<file path="config.mk">
export PLATFORM = sky130hd
export DESIGN_NAME = binary_window_3x3
export DESIGN_NICKNAME = d
export VERILOG_FILES = /design/src/rtl/binary_window_3x3_pkg.sv /design/src/rtl/binary_window_3x3_pix_pos_counter.sv /design/src/rtl/binary_window_3x3.sv
export SDC_FILE = /design/constraint.sdc
export NUM_CORES = 1
export LEC_CHECK = 0
export ABC_CLOCK_PERIOD_IN_PS = 1900
export BUFFER_PORTS_ARGS = -buffer_cell sky130_fd_sc_hd__clkbuf_2
export CAP_MARGIN = 20
export CORE_MARGIN = 2
export CORE_UTILIZATION = 54
export DETAILED_ROUTE_END_ITERATION = 8
export MAX_ROUTING_LAYER = met4
export PLACE_DENSITY_LB_ADDON = 0.05
export RECOVER_POWER = 25
export SYNTH_ARGS = -nofsm -noshare
export SYNTH_HDL_FRONTEND = slang
export SYNTH_SLANG_ARGS = --single-unit
</file>
<file path="constraint.sdc">
create_clock -name clk -period 1.9 [get_ports clk]
set_input_delay 0.095 -clock clk [delete_from_list [all_inputs] [get_ports clk]]
set_output_delay 0.095 -clock clk [all_outputs]
set_load 0.02 [all_outputs]
</file>
<file path="src/rtl/binary_window_3x3_pkg.sv">
// rtl/binary_window_3x3_pkg.sv - shared constants and morphology helper for the 3x3 binary window
package binary_window_3x3_pkg;

    localparam int DEFAULT_WIDTH  = 800;
    localparam int DEFAULT_HEIGHT = 600;

    localparam logic MODE_ERODE  = 1'b0;
    localparam logic MODE_DILATE = 1'b1;

    function automatic logic morph(input logic [8:0] win, input logic mode);
        return (mode == MODE_DILATE) ? (|win) : (&win);
    endfunction

endpackage

</file>
<file path="src/rtl/binary_window_3x3_pix_pos_counter.sv">
// rtl/binary_window_3x3_pix_pos_counter.sv - column/row position tracking with start-of-frame resync
module pix_pos_counter
    import binary_window_3x3_pkg::*;
#(
    parameter int WIDTH  = DEFAULT_WIDTH,
    parameter int HEIGHT = DEFAULT_HEIGHT
) (
    input  logic                       clk,
    input  logic                       Reset_n,
    input  logic                       pix_valid,
    input  logic                       sof,
    output logic [$clog2(WIDTH)-1:0]   col,
    output logic [$clog2(HEIGHT)-1:0]  row,
    output logic                       last_col
);

    localparam int CW = $clog2(WIDTH);
    localparam int RW = $clog2(HEIGHT);
    localparam logic [CW-1:0] COL_LAST = CW'(WIDTH - 1);
    localparam logic [RW-1:0] ROW_LAST = RW'(HEIGHT - 1);

    logic [CW-1:0] col_q, col_d;
    logic [RW-1:0] row_q, row_d;
    logic          sof_beat;

    // A start-of-frame beat is pixel (0,0) regardless of where the counters were.
    assign sof_beat = pix_valid & sof;
    assign col      = sof_beat ? '0 : col_q;
    assign row      = sof_beat ? '0 : row_q;
    assign last_col = (col == COL_LAST);

    always_comb begin
        col_d = col_q;
        row_d = row_q;
        if (pix_valid) begin
            if (last_col) begin
                col_d = '0;
                row_d = (row == ROW_LAST) ? '0 : row + RW'(1);
            end else begin
                col_d = col + CW'(1);
                row_d = row;
            end
        end
    end

    always_ff @(posedge clk or negedge Reset_n) begin
        if (!Reset_n) begin
            col_q <= '0;
            row_q <= '0;
        end else begin
            col_q <= col_d;
            row_q <= row_d;
        end
    end

endmodule

</file>
<file path="src/rtl/binary_window_3x3.sv">
// rtl/binary_window_3x3.sv - 3x3 binary erode/dilate over a streamed, line-delayed pixel triple
module binary_window_3x3
    import binary_window_3x3_pkg::*;
#(
    parameter int WIDTH  = DEFAULT_WIDTH,
    parameter int HEIGHT = DEFAULT_HEIGHT
) (
    input  logic clk,
    input  logic Reset_n,
    input  logic pix_valid,
    input  logic sof,
    input  logic row0,
    input  logic row1,
    input  logic row2,
    input  logic mode,
    output logic out_valid,
    output logic out_pix,
    output logic out_sof,
    output logic out_eol
);

    localparam int CW = $clog2(WIDTH);
    localparam int RW = $clog2(HEIGHT);

    logic [CW-1:0] col;
    logic [RW-1:0] row;
    logic          last_col;

    pix_pos_counter #(
        .WIDTH  (WIDTH),
        .HEIGHT (HEIGHT)
    ) u_pos (
        .clk       (clk),
        .Reset_n   (Reset_n),
        .pix_valid (pix_valid),
        .sof       (sof),
        .col       (col),
        .row       (row),
        .last_col  (last_col)
    );

    // Only the two older columns need storage; the newest column is the live beat.
    logic [1:0] hist0_q, hist1_q, hist2_q;
    logic [2:0] win0_d, win1_d, win2_d;
    logic       produce;
    logic       out_valid_q, out_pix_q, out_sof_q, out_eol_q;

    assign win0_d  = {hist0_q, row0};
    assign win1_d  = {hist1_q, row1};
    assign win2_d  = {hist2_q, row2};
    assign produce = pix_valid && (row >= RW'(2)) && (col >= CW'(2));

    always_ff @(posedge clk or negedge Reset_n) begin
        if (!Reset_n) begin
            hist0_q     <= '0;
            hist1_q     <= '0;
            hist2_q     <= '0;
            out_valid_q <= 1'b0;
            out_pix_q   <= 1'b0;
            out_sof_q   <= 1'b0;
            out_eol_q   <= 1'b0;
        end else begin
            if (pix_valid) begin
                hist0_q <= win0_d[1:0];
                hist1_q <= win1_d[1:0];
                hist2_q <= win2_d[1:0];
            end
            out_valid_q <= produce;
            out_pix_q   <= produce && morph({win2_d, win1_d, win0_d}, mode);
            out_sof_q   <= produce && (row == RW'(2)) && (col == CW'(2));
            out_eol_q   <= produce && last_col;
        end
    end

    assign out_valid = out_valid_q;
    assign out_pix   = out_pix_q;
    assign out_sof   = out_sof_q;
    assign out_eol   = out_eol_q;

endmodule

</file>
==> metrics <==
share of async-settable or async-resettable flops after synthesis=1.00; start-to-end type of the worst setup path=register to register; area of the core=slightly above 3000 um2; NumNets Final=~230; CTS Sinks=30; data required time of the critical path=~2.1 ns; Setup TNS=0 ns; power per cell area=approximately 670 nW/um2; R2R Path Start=u_pos.row_q[0]; total length of routed wires=approximately 4100 um; layout-stage area growth over the synthesis result=18.2%; number of top-level pins=12; global-route wire length before repair=about 6400 um; launching element of the worst setup path=u_pos.row_q[0]; half-perimeter wire length after detailed placement=2680 um; total global-route track usage=0.243; minimum clock period after layout=~1.8 ns; pin slew with the least headroom to its limit=between 0.7 and 0.8 ns; count of maximum capacitance violations=0; first-pass iteration count of the detailed router=4; cell accounting for the most synthesized area=sky130_fd_sc_hd__dfrtp_1; Mapped Cells=~190; leading cell types by total area after synthesis=sky130_fd_sc_hd__dfrtp_1, sky130_fd_sc_hd__mux2_2, sky130_fd_sc_hd__nand2_1, sky130_fd_sc_hd__o21ai_0, sky130_fd_sc_hd__nand3_1; Post-Synthesis Cell Area=approximately 1800 um2; Post-route DRC=0; maximum number of pins on one net before global-route repair=32; Skew-Pair Late Insertion Delay=between 0.3 and 0.4 ns; routed len/inst=15.7 um; Row Count=20; Crit. End Element=register; EDFF count, synth=0; Num CTS Buffers=5; clock tree from TritonCTS=yes; Clock Skews=0.00954 ns; slew margin rel.=0.501; Fmax achieved=547 MHz; total leakage power=between 0.9 and 1 nW; antenna cells=0; result of the run=finished, final reports clean; critical path data arrival time=roughly 2.1 ns; final number of max-transition violations=0; detailed-route via count=approximately 1600; depth of the worst register-to-register path=8; fraction of the yosys area taken by sequential cells=0.418; CTS root buffer=sky130_fd_sc_hd__clkbuf_4; final worst setup slack=0.0705 ns; end of the worst hold path=hist0_q[0]; number of H-tree levels=2; clk buf depth=2; worst reg-to-reg setup slack=around 0.07 ns; Die W=roughly 62 um; count of endpoints failing setup in the final report=0; startpoint of the worst hold path=row0; via count of the first global-routing pass=~1400; Yosys warnings=0; total congestion overflow after global routing=0; Worst setup SP type=register; share of post-route cells with drive strength above 1=0.259; number of hold violations in the final report=0; Post-DRT Antenna Nets=0; number of vias per cell after detailed routing=~6.0; count of buffers from port buffering=11; WHS Path Cells=2; PnR Total Power=roughly 1.4 mW; number of unique standard cell types used by synthesis=48; type of the most critical hold path=primary input to register; vertical die dimension=61.6 um; Main synth FF type=sky130_fd_sc_hd__dfrtp_1; Final Cycle Share=0.963; top post-synthesis cells by count=sky130_fd_sc_hd__dfrtp_1, sky130_fd_sc_hd__nand2_1, sky130_fd_sc_hd__o21ai_0; clock input transition at the sequential cells of the worst setup and hold paths=around 0.10 ns; Reg-to-Reg End=u_pos.row_q[6]; Die ar.=~3800 um2; register bit total from synthesis=30; weighted congestion reported at the end of routability-driven placement=approximately 0.84; post-synthesis average cell area=between 9 and 10 um2; most common cell in the netlist=sky130_fd_sc_hd__dfrtp_1; worst-path fanout max=5; pre-CTS WS=about 0.037 ns; number of antenna violations at the first check in global routing=0; area share of the leading cell type in the synthesized netlist=0.418; synthesized netlist net count=slightly above 200; IR Drop Worst-Case VDD=about 520 uV; drt initial violations=104; Starting Density=0.578
-- what timing repair did --
action	CTS	global route
endpoints found under the hold margin	31	0
endpoints found under the setup margin	1	10
hold buffers	2	0
pin swaps	0	5
buffers inserted	0	2
cloned	0	1
resized for setup	1	14
-- registers in the layout (all words and copies together), names as in the netlist --
register,cells
u_pos.col_q,10
u_pos.row_q,10
out_eol,1
hist2_q,2
out_pix,1
out_valid,1
out_sof,1
hist0_q,2
hist1_q,2
-- worst max-delay path, cell delays in order (launching register included) --
cell and delay [ns]:
sky130_fd_sc_hd__dfrtp_1 0.38, sky130_fd_sc_hd__a21bo_4 0.26, sky130_fd_sc_hd__inv_1 0.07, sky130_fd_sc_hd__ha_2 0.20, sky130_fd_sc_hd__nand3_1 0.14, sky130_fd_sc_hd__nor2_2 0.18, sky130_fd_sc_hd__a31o_1 0.15, sky130_fd_sc_hd__a21oi_1 0.06
sky130_fd_sc_hd__a211o_1 0.29
-- per-stage QoR --
step | hold WS, ns | instances | util | area [um2]
floorplan | -0.201 | 191 | - | 1790
global placement | 0.196 | 247 | 0.623 | 1930
detailed placement | 0.202 | 247 | 0.623 | 1930
CTS | 0.00967 | 257 | 0.651 | 2020
global route | 0.0173 | 260 | 0.683 | 2120
finish | 0.0169 | 260 | 0.683 | 2120
-- per-layer routing --
| layer | global-route usage | share of wire | up-vias |
|---|---|---|---|
| li1 | - | - | 753 |
| met1 | 0.325 | 0.46 | 762 |
| met2 | 0.362 | 0.49 | 41 |
| met3 | 0.0630 | 0.038 | 5 |
| met4 | 0.0729 | 0.013 | 0 |
| met5 | - | 0 | - |
-- cells by family after synthesis --
family | after synthesis | synth area share
simple gates | 79 | 0.252
compound gates | 50 | 0.179
flops | 30 | 0.418
buf+inv | 17 | 0.0530
mux | 10 | 0.0607
fa+ha+maj | 4 | 0.0279
xor+xnor | 1 | 0.00907
-- worst max-delay path by stage --
stage	to	slack, ns	cells past startpoint
after floorplan	u_pos.col_q[8]	0.04	7
after global placement	u_pos.col_q[8]	0.09	8
after detailed placement	u_pos.row_q[3]	0.04	9
after CTS	u_pos.row_q[7]	0.006	9
after global routing	u_pos.col_q[8]	-0.02	8
final	u_pos.row_q[6]	0.07	8
-- cells in the final DEF, fill, tap and decap left out, types with 5 or more instances in the layout --
cell type,synthesis,routed
sky130_fd_sc_hd__dfrtp_1,30,30
sky130_fd_sc_hd__nand2_1,21,20
sky130_fd_sc_hd__o21ai_0,15,15
sky130_fd_sc_hd__buf_4,3,13
sky130_fd_sc_hd__nand3_1,12,12
sky130_fd_sc_hd__nor2_1,11,10
sky130_fd_sc_hd__a21oi_1,9,8
sky130_fd_sc_hd__mux2_2,7,7
sky130_fd_sc_hd__clkbuf_2,0,7
sky130_fd_sc_hd__inv_1,6,6
sky130_fd_sc_hd__clkbuf_4,0,5
-- where the power goes --
part / leakage (nW) / switching [mW] / internal [mW]
Clock: 0.0343 / 0.237 / 0.178
Combinational: 0.542 / 0.142 / 0.123
Sequential: 0.397 / 0.0563 / 0.682
Total: 0.973 / 0.435 / 0.983
-- final cells by class --
cell class | instances | area, um2
multi-input combinational | 144 | 1020
fill | 267 | 982
sequential | 30 | 751
timing repair buffer | 28 | 213
tap | 44 | 55.1
clock buffer | 6 | 51.3
inverter | 6 | 22.5
clock inverter | 2 | 12.5
(Power assumes the default switching activity.)
